### config.mk
export PLATFORM = sky130hd
export DESIGN_NAME = uart_prog_loader
export DESIGN_NICKNAME = d
export VERILOG_FILES = /design/src/rtl/uart_prog_loader.sv
export SDC_FILE = /design/constraint.sdc
export NUM_CORES = 1
export LEC_CHECK = 0
export BUFFER_PORTS_ARGS = -buffer_cell sky130_fd_sc_hd__buf_2
export CAP_MARGIN = 20
export CORE_MARGIN = 2
export CORE_UTILIZATION = 40
export DETAILED_ROUTE_END_ITERATION = 7
export GPL_TIMING_DRIVEN = 1
export SYNTH_ARGS = -nofsm -noshare
export SYNTH_HDL_FRONTEND = slang
export SYNTH_SLANG_ARGS = --single-unit
### constraint.sdc
create_clock -name clk -period 3 [get_ports clk]
set_input_delay 0.15 -clock clk [delete_from_list [all_inputs] [get_ports clk]]
set_output_delay 0.15 -clock clk [all_outputs]
set_load 0.02 [all_outputs]
### src/rtl/uart_prog_loader.sv
// ---------------------------------------------------------------------------
// uart_prog_loader
//
// Receives a program image over the board serial line and writes it, one
// 32-bit word per strobe, into the instruction memory of the single-cycle
// core. A session has four parts: a header byte, a word count N, 4*N data
// bytes (little-endian per word) and one checksum byte (XOR of all data
// bytes). The core is expected to be held in reset while busy is high.
//
// Ports:
//   clk        system clock
//   rst        asynchronous reset, active low
//   rxd        serial input (8N1, LSB first, idle high), asynchronous to clk
//   mem_we     one-cycle word write strobe
//   mem_addr   word index of the write (holds between strobes)
//   mem_wdata  assembled 32-bit word (holds between strobes)
//   busy       a session is in progress
//   done       last session finished with a matching checksum
//   chk_err    last session finished with a checksum mismatch
//   frame_err  a stop bit was 0 during the last session
//   word_count words written in the current or last session
// ---------------------------------------------------------------------------
module uart_prog_loader #(
    parameter int         CLK_FREQ     = 50000000,
    parameter int         BAUD         = 115200,
    parameter int         CLKS_PER_BIT = CLK_FREQ / BAUD,
    parameter int         ADDR_W       = 8,
    parameter logic [7:0] HDR_BYTE     = 8'hA5
) (
    input  logic              clk,
    input  logic              rst,
    input  logic              rxd,
    output logic              mem_we,
    output logic [ADDR_W-1:0] mem_addr,
    output logic [31:0]       mem_wdata,
    output logic              busy,
    output logic              done,
    output logic              chk_err,
    output logic              frame_err,
    output logic [ADDR_W:0]   word_count
);

    localparam int                 CNT_W     = $clog2(CLKS_PER_BIT + 1);
    localparam int                 HALF_BIT  = CLKS_PER_BIT / 2;
    localparam logic [CNT_W-1:0]   BIT_LAST  = CNT_W'(CLKS_PER_BIT - 1);
    localparam logic [CNT_W-1:0]   HALF_LAST = CNT_W'(HALF_BIT - 1);
    localparam logic [ADDR_W:0]    WC_ONE    = (ADDR_W + 1)'(1);
    // A count byte of zero stands for a full memory image.
    localparam logic [ADDR_W:0]    WORDS_MAX = {1'b1, {ADDR_W{1'b0}}};

    // -----------------------------------------------------------------------
    // Input synchronizer
    // -----------------------------------------------------------------------
    logic rxd_meta;
    logic rxd_sync;

    // Two-flop synchronizer; both flops come out of reset high so the idle
    // line is not mistaken for a start bit.
    always_ff @(posedge clk or negedge rst) begin
        if (!rst) begin
            rxd_meta <= 1'b1;
            rxd_sync <= 1'b1;
        end else begin
            rxd_meta <= rxd;
            rxd_sync <= rxd_meta;
        end
    end

    // -----------------------------------------------------------------------
    // UART receiver
    // -----------------------------------------------------------------------
    typedef enum logic [1:0] {
        R_IDLE,
        R_START,
        R_DATA,
        R_STOP
    } rx_state_t;

    rx_state_t        rx_state;
    rx_state_t        rx_next;
    logic [CNT_W-1:0] bit_cnt;
    logic [2:0]       bit_idx;
    logic [7:0]       rx_shift;
    logic             stop_wait;
    logic             byte_valid;
    logic             byte_err;

    // Receiver state register.
    always_ff @(posedge clk or negedge rst) begin
        if (!rst) begin
            rx_state <= R_IDLE;
        end else begin
            rx_state <= rx_next;
        end
    end

    // Receiver next state. A start bit must still be low at its midpoint,
    // otherwise it was a glitch. After a bad stop bit the receiver parks in
    // R_STOP until the line is high again so the low stop bit is not taken
    // as the next start bit.
    always_comb begin
        rx_next = rx_state;
        case (rx_state)
            R_IDLE: begin
                if (!rxd_sync) begin
                    rx_next = R_START;
                end
            end
            R_START: begin
                if (bit_cnt == HALF_LAST) begin
                    rx_next = rxd_sync ? R_IDLE : R_DATA;
                end
            end
            R_DATA: begin
                if (bit_cnt == BIT_LAST && bit_idx == 3'd7) begin
                    rx_next = R_STOP;
                end
            end
            R_STOP: begin
                if (stop_wait) begin
                    if (rxd_sync) begin
                        rx_next = R_IDLE;
                    end
                end else if (bit_cnt == BIT_LAST && rxd_sync) begin
                    rx_next = R_IDLE;
                end
            end
            default: rx_next = R_IDLE;
        endcase
    end

    // Receiver outputs: one-cycle pulses at the stop-bit sample point.
    always_comb begin
        byte_valid = 1'b0;
        byte_err   = 1'b0;
        if (rx_state == R_STOP && !stop_wait && bit_cnt == BIT_LAST) begin
            byte_valid = rxd_sync;
            byte_err   = !rxd_sync;
        end
    end

    // Receiver datapath: bit timing counter, bit index and shift register.
    // Data enters at the top so the first (least significant) bit ends up
    // in bit 0 after eight shifts.
    always_ff @(posedge clk or negedge rst) begin
        if (!rst) begin
            bit_cnt   <= '0;
            bit_idx   <= '0;
            rx_shift  <= '0;
            stop_wait <= 1'b0;
        end else begin
            case (rx_state)
                R_IDLE: begin
                    bit_cnt   <= '0;
                    bit_idx   <= '0;
                    stop_wait <= 1'b0;
                end
                R_START: begin
                    if (bit_cnt == HALF_LAST) begin
                        bit_cnt <= '0;
                    end else begin
                        bit_cnt <= bit_cnt + 1'b1;
                    end
                end
                R_DATA: begin
                    if (bit_cnt == BIT_LAST) begin
                        bit_cnt  <= '0;
                        rx_shift <= {rxd_sync, rx_shift[7:1]};
                        bit_idx  <= bit_idx + 1'b1;
                    end else begin
                        bit_cnt <= bit_cnt + 1'b1;
                    end
                end
                R_STOP: begin
                    if (!stop_wait) begin
                        if (bit_cnt == BIT_LAST) begin
                            bit_cnt   <= '0;
                            stop_wait <= !rxd_sync;
                        end else begin
                            bit_cnt <= bit_cnt + 1'b1;
                        end
                    end
                end
                default: begin
                    bit_cnt <= '0;
                end
            endcase
        end
    end

    // -----------------------------------------------------------------------
    // Loader framing state machine
    // -----------------------------------------------------------------------
    typedef enum logic [1:0] {
        L_IDLE,
        L_COUNT,
        L_DATA,
        L_CHK
    } ld_state_t;

    ld_state_t         ld_state;
    ld_state_t         ld_next;
    logic [ADDR_W:0]   words_target;
    logic [ADDR_W-1:0] wr_index;
    logic [1:0]        byte_idx;
    logic [7:0]        chk_acc;
    logic [23:0]       word_buf;

    logic start_session;
    logic take_count;
    logic take_data;
    logic word_full;
    logic last_word;
    logic take_chk;
    logic abort;

    // Loader state register.
    always_ff @(posedge clk or negedge rst) begin
        if (!rst) begin
            ld_state <= L_IDLE;
        end else begin
            ld_state <= ld_next;
        end
    end

    // Loader next state. A framing error anywhere inside a session ends it.
    always_comb begin
        ld_next = ld_state;
        if (abort) begin
            ld_next = L_IDLE;
        end else begin
            case (ld_state)
                L_IDLE:  if (start_session) ld_next = L_COUNT;
                L_COUNT: if (take_count)    ld_next = L_DATA;
                L_DATA:  if (last_word)     ld_next = L_CHK;
                L_CHK:   if (take_chk)      ld_next = L_IDLE;
                default: ld_next = L_IDLE;
            endcase
        end
    end

    // Loader control decode: what the current byte means in this state.
    // Inside L_DATA every byte is payload, including one equal to HDR_BYTE.
    always_comb begin
        start_session = (ld_state == L_IDLE) && byte_valid && (rx_shift == HDR_BYTE);
        take_count    = (ld_state == L_COUNT) && byte_valid;
        take_data     = (ld_state == L_DATA) && byte_valid;
        word_full     = take_data && (byte_idx == 2'd3);
        last_word     = word_full && ((word_count + WC_ONE) == words_target);
        take_chk      = (ld_state == L_CHK) && byte_valid;
        abort         = (ld_state != L_IDLE) && byte_err;
    end

    // Loader datapath and registered outputs. The fourth byte of a word goes
    // straight into mem_wdata, so only three bytes are buffered. mem_addr
    // and mem_wdata change only together with a write strobe.
    always_ff @(posedge clk or negedge rst) begin
        if (!rst) begin
            mem_we       <= 1'b0;
            mem_addr     <= '0;
            mem_wdata    <= '0;
            busy         <= 1'b0;
            done         <= 1'b0;
            chk_err      <= 1'b0;
            frame_err    <= 1'b0;
            word_count   <= '0;
            words_target <= '0;
            wr_index     <= '0;
            byte_idx     <= '0;
            chk_acc      <= '0;
            word_buf     <= '0;
        end else begin
            mem_we <= 1'b0;

            if (start_session) begin
                busy       <= 1'b1;
                done       <= 1'b0;
                chk_err    <= 1'b0;
                frame_err  <= 1'b0;
                word_count <= '0;
                wr_index   <= '0;
                byte_idx   <= '0;
                chk_acc    <= '0;
            end

            if (take_count) begin
                words_target <= (rx_shift == 8'd0) ? WORDS_MAX : (ADDR_W + 1)'(rx_shift);
            end

            if (take_data) begin
                chk_acc  <= chk_acc ^ rx_shift;
                byte_idx <= byte_idx + 1'b1;
                case (byte_idx)
                    2'd0:    word_buf[7:0]   <= rx_shift;
                    2'd1:    word_buf[15:8]  <= rx_shift;
                    2'd2:    word_buf[23:16] <= rx_shift;
                    default: begin
                        mem_we     <= 1'b1;
                        mem_wdata  <= {rx_shift, word_buf};
                        mem_addr   <= wr_index;
                        wr_index   <= wr_index + 1'b1;
                        word_count <= word_count + WC_ONE;
                    end
                endcase
            end

            if (take_chk) begin
                if (rx_shift == chk_acc) begin
                    done <= 1'b1;
                end else begin
                    chk_err <= 1'b1;
                end
                busy <= 1'b0;
            end

            if (abort) begin
                frame_err <= 1'b1;
                busy      <= 1'b0;
            end
        end
    end

endmodule

# Word level (Yosys, flattened, before mapping)

Cells that the tools add are included.

Bits in registers: 132
Bits in latches: 0
RAM bits: 0
Memory bits (read-only): 0
Bits of input ports: 3
Output and inout port bits: 54
Word-level logic and storage cells: 138
Memories kept: 0

Add/sub/neg operators: 5
Multipliers: 0
Divide/modulo/power cells: 0
Magnitude comparators: 0
Equality and inequality tests: 26
Shift operators: 0
Multiplexer cells: 49
Bitwise operators: 2
Reduce and logical (&&, ||, !) cells: 33

Operators by type and width:

| operator                                                              | count |
|---|---|
| 9-bit two-way mux                                                     | 7 |
| 8-bit two-way mux                                                     | 5 |
| 9-bit one-hot mux with 4 select lines                                 | 1 |
| 2-bit two-way mux                                                     | 14 |
| 9-bit by 1-bit adder with 9-bit output, second input constant         | 2 |
| 3-bit inequality test, second input constant                          | 6 |
| 1-bit two-way mux                                                     | 17 |
| 2-bit one-hot mux with 4 select lines                                 | 2 |
| 2-bit equality test, second input constant                            | 6 |
| 1-bit logical AND                                                     | 12 |
| 2-bit AND reduction                                                   | 6 |
| 2-bit inequality test, second input constant                          | 5 |
| 2-bit nonzero test                                                    | 5 |
| 9-bit by 8-bit equality test with 1-bit output, second input constant | 1 |
| 9-bit equality test                                                   | 1 |
| 9-bit equality test, second input constant                            | 1 |
| 8-bit by 1-bit adder with 8-bit output, second input constant         | 1 |
| 8-bit equality test                                                   | 1 |
| 8-bit equality test, second input constant                            | 1 |
| 8-bit zero test                                                       | 1 |
| 8-bit bitwise XOR                                                     | 1 |
| 2-bit by 1-bit equality test with 1-bit output, second input constant | 3 |
| 2-bit zero test                                                       | 3 |
| 3-bit one-hot mux with 2 select lines                                 | 1 |
| other kinds (11)                                                      | 12 |

# Depth between registers and ports, before layout

Gate-level depths: netlist of run 1.

Depth in word-level cells: 10
Depth in mapped cells: 10
Gate-level depth less buffers: 8

# Least setup slack after synthesis of run 1

No wires, ideal clock.

Kind: reg2reg
From: register bit_cnt[1]
To: register ld_state[1]
Data arrival time: 2.390 ns
Required time: 2.931 ns
Slack: 0.541 ns
Cell stages (with the launch flop): 9
Buffers on the path: 0
Path through: dfrtp_1 > inv_1 > ha_1 > nand4b_2 > or3_4 > o21ba_1 > or4_4 > or3_1 > nand3_1

Word-level cells in the longest chain between the ends: 8
Elaborated cells between the ends (all ways): 18

Ends and longest elaborated chain:

| element                                | RTL line | text |
|---|---|---|
| start: declaration                     | 81       | `logic [CNT_W-1:0] bit_cnt;` |
| start signal: assignment               | 162      | `bit_cnt <= bit_cnt + 1'b1;` |
| start signal: assignment               | 171      | `bit_cnt <= bit_cnt + 1'b1;` |
| start signal: assignment               | 180      | `bit_cnt <= bit_cnt + 1'b1;` |
| 9-bit equality test *                  | 136      | `if (rx_state == R_STOP && !stop_wait && bit_cnt == BIT_LAST) begin` |
| 1-bit logical AND *                    | 136      |  |
| 1-bit two-way mux                      | 136      |  |
| 1-bit logical AND                      | 247      | `take_data = (ld_state == L_DATA) && byte_valid;` |
| 1-bit logical AND                      | 248      | `word_full = take_data && (byte_idx == 2'd3);` |
| 1-bit logical AND                      | 249      | `last_word = word_full && ((word_count + WC_ONE) == words_target);` |
| 3-bit inequality test (no source line) | -        |  |
| 4-bit AND reduction (no source line)   | -        |  |
| end signal: assignment                 | 222      | `ld_state <= ld_next;` |
| end: declaration                       | 201      | `ld_state_t ld_state;` |

Mark *: on every way between the ends. The rest lies on a longest branch, timed or not.
A chain may end at the register's enable or synchronous reset.

# Worst setup path after layout of run 1

From: register bit_cnt[3]
To: register ld_state[1]

Same word-level chain as after synthesis.

==> results.tsv, run 1 <==
metric	value	unit
cts.sinks	132	
finalHoldViolCount	0	
fp.dieW	128	um
ys_ff_latch	132	
p_leak	0.00387	uW
drive_above_1_share	22.8	%
synth_fp_nets	644	
synth_top_area_cell	dfrtp_1	
report.final.slew_viol_count	0	
use_met3	4.78	%
path_clk_slew	60	ps
required	3350	ps
diodes	0	
dieArea	16500	um^2
finalSetupTns	0	ps
vias	4685	
synth_edf_count	0	
grtUsageTotal	18.1	%
cts_max_path_buffers	2	
power.density	525	nW/um^2
drc	0	
finClkSkew	5.67	ps
core.rowCount	45	
gp_congestion	0.784	
routed_wl	13.8	mm
max_freq	363	MHz
grt-ovfl-total	0	
avgSynthCellArea	9.96	um^2
syn_to_final_growth	18.5	%
start_kind	flip-flop	
drtIter0Drc	292	
holdWs	346	ps
cts-root-buf	clkbuf_16	
path_max_fanout	10	
worst-setup-path-type	flip-flop to flip-flop	
synth_cells	621	
min_path_type	primary input to asynchronous set/reset pin	
grt_start_max_net_pins	59	
drt_pass1_iterations	5	
grt_pass1_vias	4699	
dpl.hpwl	9.31	mm
gr-max-usage-layer	met2	
io_buffers	56	
finalSetupViolations	0	
irDropWorstVdd	392	uV
yosys_most_used_dff	dfrtp_1	
yosys_warnings	0	
p_total	3850	uW
ios	57	
synthTopCellsByArea	dfrtp_1 53%, nand2_1 10%, mux2_2 7.3%	
antenna_found_initial	0	
netlist.area_leader.share	52.6	%
multi_input_area	2700	um^2
fill_cells	1403	
min_period_over_period	91.7	%
status	complete, no violations	
end_kind	flip-flop	
tightest_slew	834	ps
ys_types	58	
htree_levels	4	
seq_area_frac_synth	53.4	%
drtAntennaViolNets	0	
cp.arrival	3100	ps
core	15100	um^2
cts_hold_buf	2	
slew_headroom	44.2	%
wl_per_cell	15.6	um
fp.dieH	128	um
postCtsSetupBuffers	0	
fin_nets	707	
vias_per_cell	5.29	
clk_latency	420	ps
use_met2	29.5	%
finalCriticalPeriod	2750	ps
grt_first_pass_wirelength	23.3	mm
numCtsBuffers	17	
synthArstFlopShare	100	%
synth_area	6190	um^2
rsz0062_at_grt	no	
start_util	40.9	%
maxCapViolCount	0	
cts_resized	0	
register_area	3310	um^2
cts_tree	yes	
met1_usage	23.5	%
==> report_power, final <==
| part | internal (uW) | switching (uW) |
|---|---|---|
| sequential | 1780 | 1.63 |
| clock | 1260 | 757 |
| combinational | 7.11 | 35.2 |
| total | 3060 | 793 |
==> logic make-up after synthesis <==
logic type | synth area share, %
compound gates | 9.55
xor+xnor | 3.07
fa+ha+maj | 4.04
buf+inv | 3.07
flops | 53.4
mux | 7.93
simple gates | 18.9
==> critical path: stages, from the launching register on <==
cell and delay, ps:
dfrtp_1 430, nand4bb_1 430, nor4_1 590, o2111ai_1 190, or4_4 560, or3_1 380, nand3_1 100
==> sequential cells by signal (all words and copies together) (netlist names), 8 cells and up, named ones only <==
signal / flops
bit_cnt: 9
chk_acc: 8
mem_wdata: 32
wr_index: 8
words_target: 9
rx_shift: 8
mem_addr: 8
word_count: 9
word_buf: 24
==> layer usage <==
layer  share of wire [%]  vias up
met5                   0        -
met4                 1.5        0
met3                 3.4       20
met2                  48       95
met1                  47     2317
li1                    -     2253
==> area by class of cell <==
type / instances / area share, %
inverter: 16 / 0.819
clock inverter: 8 / 0.990
timing repair buffer: 76 / 6.14
multi-input combinational: 441 / 36.8
sequential: 132 / 45.1
clock buffer: 24 / 6.98
tap: 188 / 3.21
==> stage by stage <==
| step | util [%] | std cells | worst slack, ps | instance area, um^2 |
|---|---|---|---|---|
| finish | 48.4 | 885 | 248 | 7330 |
| global route | 48.4 | 885 | 128 | 7330 |
| CTS | 48.4 | 885 | 294 | 7330 |
| detailed placement | 44.4 | 851 | 300 | 6730 |
| global placement | 44.4 | 851 | 408 | 6730 |
| floorplan | - | 621 | 541 | 6190 |
==> synth_stat cells (all sizes together) (2+ instances only) <==
| cell type | n |
|---|---|
| a311oi | 2 |
| inv | 16 |
| o31ai | 6 |
| and3 | 7 |
| o41ai | 2 |
| nand2b | 5 |
| nor4 | 7 |
| nor2 | 21 |
| mux2i | 4 |
| or3 | 5 |
| a31oi | 2 |
| xor2 | 14 |
| a41oi | 2 |
| clkbuf | 27 |
| or4 | 3 |
| buf | 5 |
| nand4b | 2 |
| dfrtp | 130 |
| and4 | 2 |
| nand2 | 169 |
| dfstp | 2 |
| xnor2 | 5 |
| o21ai | 60 |
| nand4 | 4 |
| ha | 20 |
| o211ai | 2 |
| and2 | 4 |
| a31o | 3 |
| nor3 | 7 |
| a21oi | 8 |
| nand3 | 14 |
| a22o | 2 |
| nor2b | 3 |
| mux2 | 40 |
==> worst paths after layout <==
kind                            start             to  slack (ps)  depth (start not counted)
max                        bit_cnt[3]    ld_state[1]         250                          6
min                               rst  mem_wdata[23]         350                          2
max reg2reg                bit_cnt[3]    ld_state[1]         250                          6
min reg2reg                  rxd_meta       rxd_sync         360                          0
max in group asynchronous         rst   word_buf[10]        1790                          3
min in group clk             rxd_meta       rxd_sync         360                          0
==> cell usage in the layout, fill, tap and decap left out, types with 8 or more instances in the layout <==
cell         n
xor2_1      14
o21ai_0     60
buf_4       18
clkbuf_16   17
ha_1        20
nand2_1    169
nand3_1     14
a21oi_1      8
nor2_1      21
buf_2       55
inv_1       16
dfrtp_1    130
mux2_2      40
(Power assumes the default switching activity.)
==> run 2: changes to the inputs <==
--- a/config.mk
+++ b/config.mk
@@ -7,6 +7,7 @@
 export LEC_CHECK = 0
 export BUFFER_PORTS_ARGS = -buffer_cell sky130_fd_sc_hd__buf_2
 export CAP_MARGIN = 20
+export CORE_ASPECT_RATIO = 2
 export CORE_MARGIN = 2
 export CORE_UTILIZATION = 40
 export DETAILED_ROUTE_END_ITERATION = 7
==> results.tsv, run 2 (same netlist as run 1, synthesis figures left out) <==
metric	value	unit
status	complete, no violations	
drive_above_1_share	22.8	%
finalSetupTns	0	ps
min_path_type	primary input to asynchronous set/reset pin	
cp_top_family	simple AND/OR/NAND/NOR gates	
fp.dieH	180	um
start_kind	flip-flop	
path_max_fanout	10	
slew_headroom	42.8	%
worstPathCellList	inv_1, ha_1, nand4b_2, o41ai_1, o21ba_1, or4_4, or3_1, nand3_1	
grt-ovfl-total	0	
power.density	523	nW/um^2
timing.rr.end	ld_state[1]	
sw_frac_of_total	22.9	%
fin_util	48.1	%
layout_commonest_cell	nand2_1	
stdcell_area	7320	um^2
postCtsSetupBuffers	0	
timing.critical_path.buf_inv	1	
dpl.hpwl	9.97	mm
core	15200	um^2
ios	57	
p_clk_share	52.3	%
placed_area	6730	um^2
drtIter0Drc	252	
cts-root-buf	clkbuf_16	
worst-setup-path-type	flip-flop to flip-flop	
fin_ws	303	ps
syn_to_final_growth	18.3	%
p_leak	0.00385	uW
cp_slowest_cell	or4_4	
max_freq	371	MHz
cts_tree	yes	
cts_max_path_buffers	2	
tightest_slew	857	ps
io_buffers	56	
largest_register_ffs	32	
cts_resized	0	
maxCapViolCount	0	
required	3350	ps
routed_wl	14.4	mm
reg2reg_from	bit_cnt[1]	
r2r_slack	300	ps
fp.dieW	91.9	um
cpPeakStageDelay	550	ps
min_period_over_period	89.9	%
htree_levels	4	
grtUsageTotal	18.5	%
drc	0	
power.switching	877	uW
grt_first_pass_wirelength	24.2	mm
clk_latency	420	ps
layout_common_cells	169 x nand2_1, 130 x dfrtp_1, 60 x o21ai_0	
pre_cts_ws	375	ps
combPwrFrac	1.1	%
fill_cells	1474	
dieArea	16500	um^2
p_total	3830	uW
grt_pass1_vias	4892	
finalHoldViolCount	0	
end_kind	flip-flop	
irDropWorstVdd	344	uV
rsz0062_at_grt	no	
diodes	0	
cts_hold_buf	2	
fin_nets	706	
internal_power	2950	uW
start_util	40.7	%
wl_per_cell	16.1	um
cp.arrival	3050	ps
seqPwrFrac	46.6	%
grt_start_max_net_pins	59	
cts.sinks	132	
vias	4760	
antenna_found_initial	0	
drtAntennaViolNets	0	
finalCriticalPeriod	2700	ps
path_clk_slew	60	ps
finalSetupViolations	0	
regMostFlops	mem_wdata	
drt_pass1_iterations	5	
reg2reg_depth	8	
gp_congestion	0.899	
report.final.slew_viol_count	0	
vias_per_cell	5.32	
finClkSkew	11.5	ps
core.rowCount	64	
numCtsBuffers	17	
reg.largest.list	mem_wdata: 32 flops, word_buf: 24 flops	
-- run 2: worst max-delay path by stage --
| stage | start | endpoint | depth (start not counted) | slack, ps |
|---|---|---|---|---|
| after floorplan | bit_cnt[1] | ld_state[1] | 8 | 540 |
| after global placement | bit_cnt[1] | ld_state[1] | 8 | 420 |
| after detailed placement | bit_cnt[1] | ld_state[1] | 8 | 370 |
| after CTS | bit_cnt[1] | ld_state[1] | 8 | 340 |
| after global routing | bit_cnt[1] | ld_state[1] | 8 | 180 |
| final | bit_cnt[1] | ld_state[1] | 8 | 300 |
-- run 2: layer usage --
metal  track usage (%)  wire, um
met1              19.7      5340
met3              3.69       446
met2              34.1      8100
met5                 0         0
met4              9.01       494
-- run 2: power by group through the flow --
stage	Combinational (uW)	Clock (uW)	Sequential [uW]
2_1_floorplan	0.739	0	1820
3_3_place_gp	42.4	0	1820
3_5_place_dp	44.0	0	1820
4_1_cts	45.7	2050	1780
5_1_grt	50.7	2140	1780
6_report	42.2	2000	1780
-- run 2: area by class of cell --
cell class / instances / area [um^2] / area share, %
clock buffer: 17 / 425 / 5.81
clock inverter: 15 / 144 / 1.97
inverter: 16 / 60.1 / 0.820
multi-input combinational: 441 / 2700 / 36.8
sequential: 132 / 3310 / 45.1
tap: 198 / 248 / 3.38
timing repair buffer: 75 / 443 / 6.05
-- run 2: stage by stage --
| stage | hold slack, ps | cells |
|---|---|---|
| 4_1_cts | 354 | 894 |
| 6_report | 351 | 894 |
| 3_5_place_dp | 256 | 860 |
| 2_1_floorplan | -146 | 621 |
| 3_3_place_gp | 258 | 860 |
| 5_1_grt | 358 | 894 |
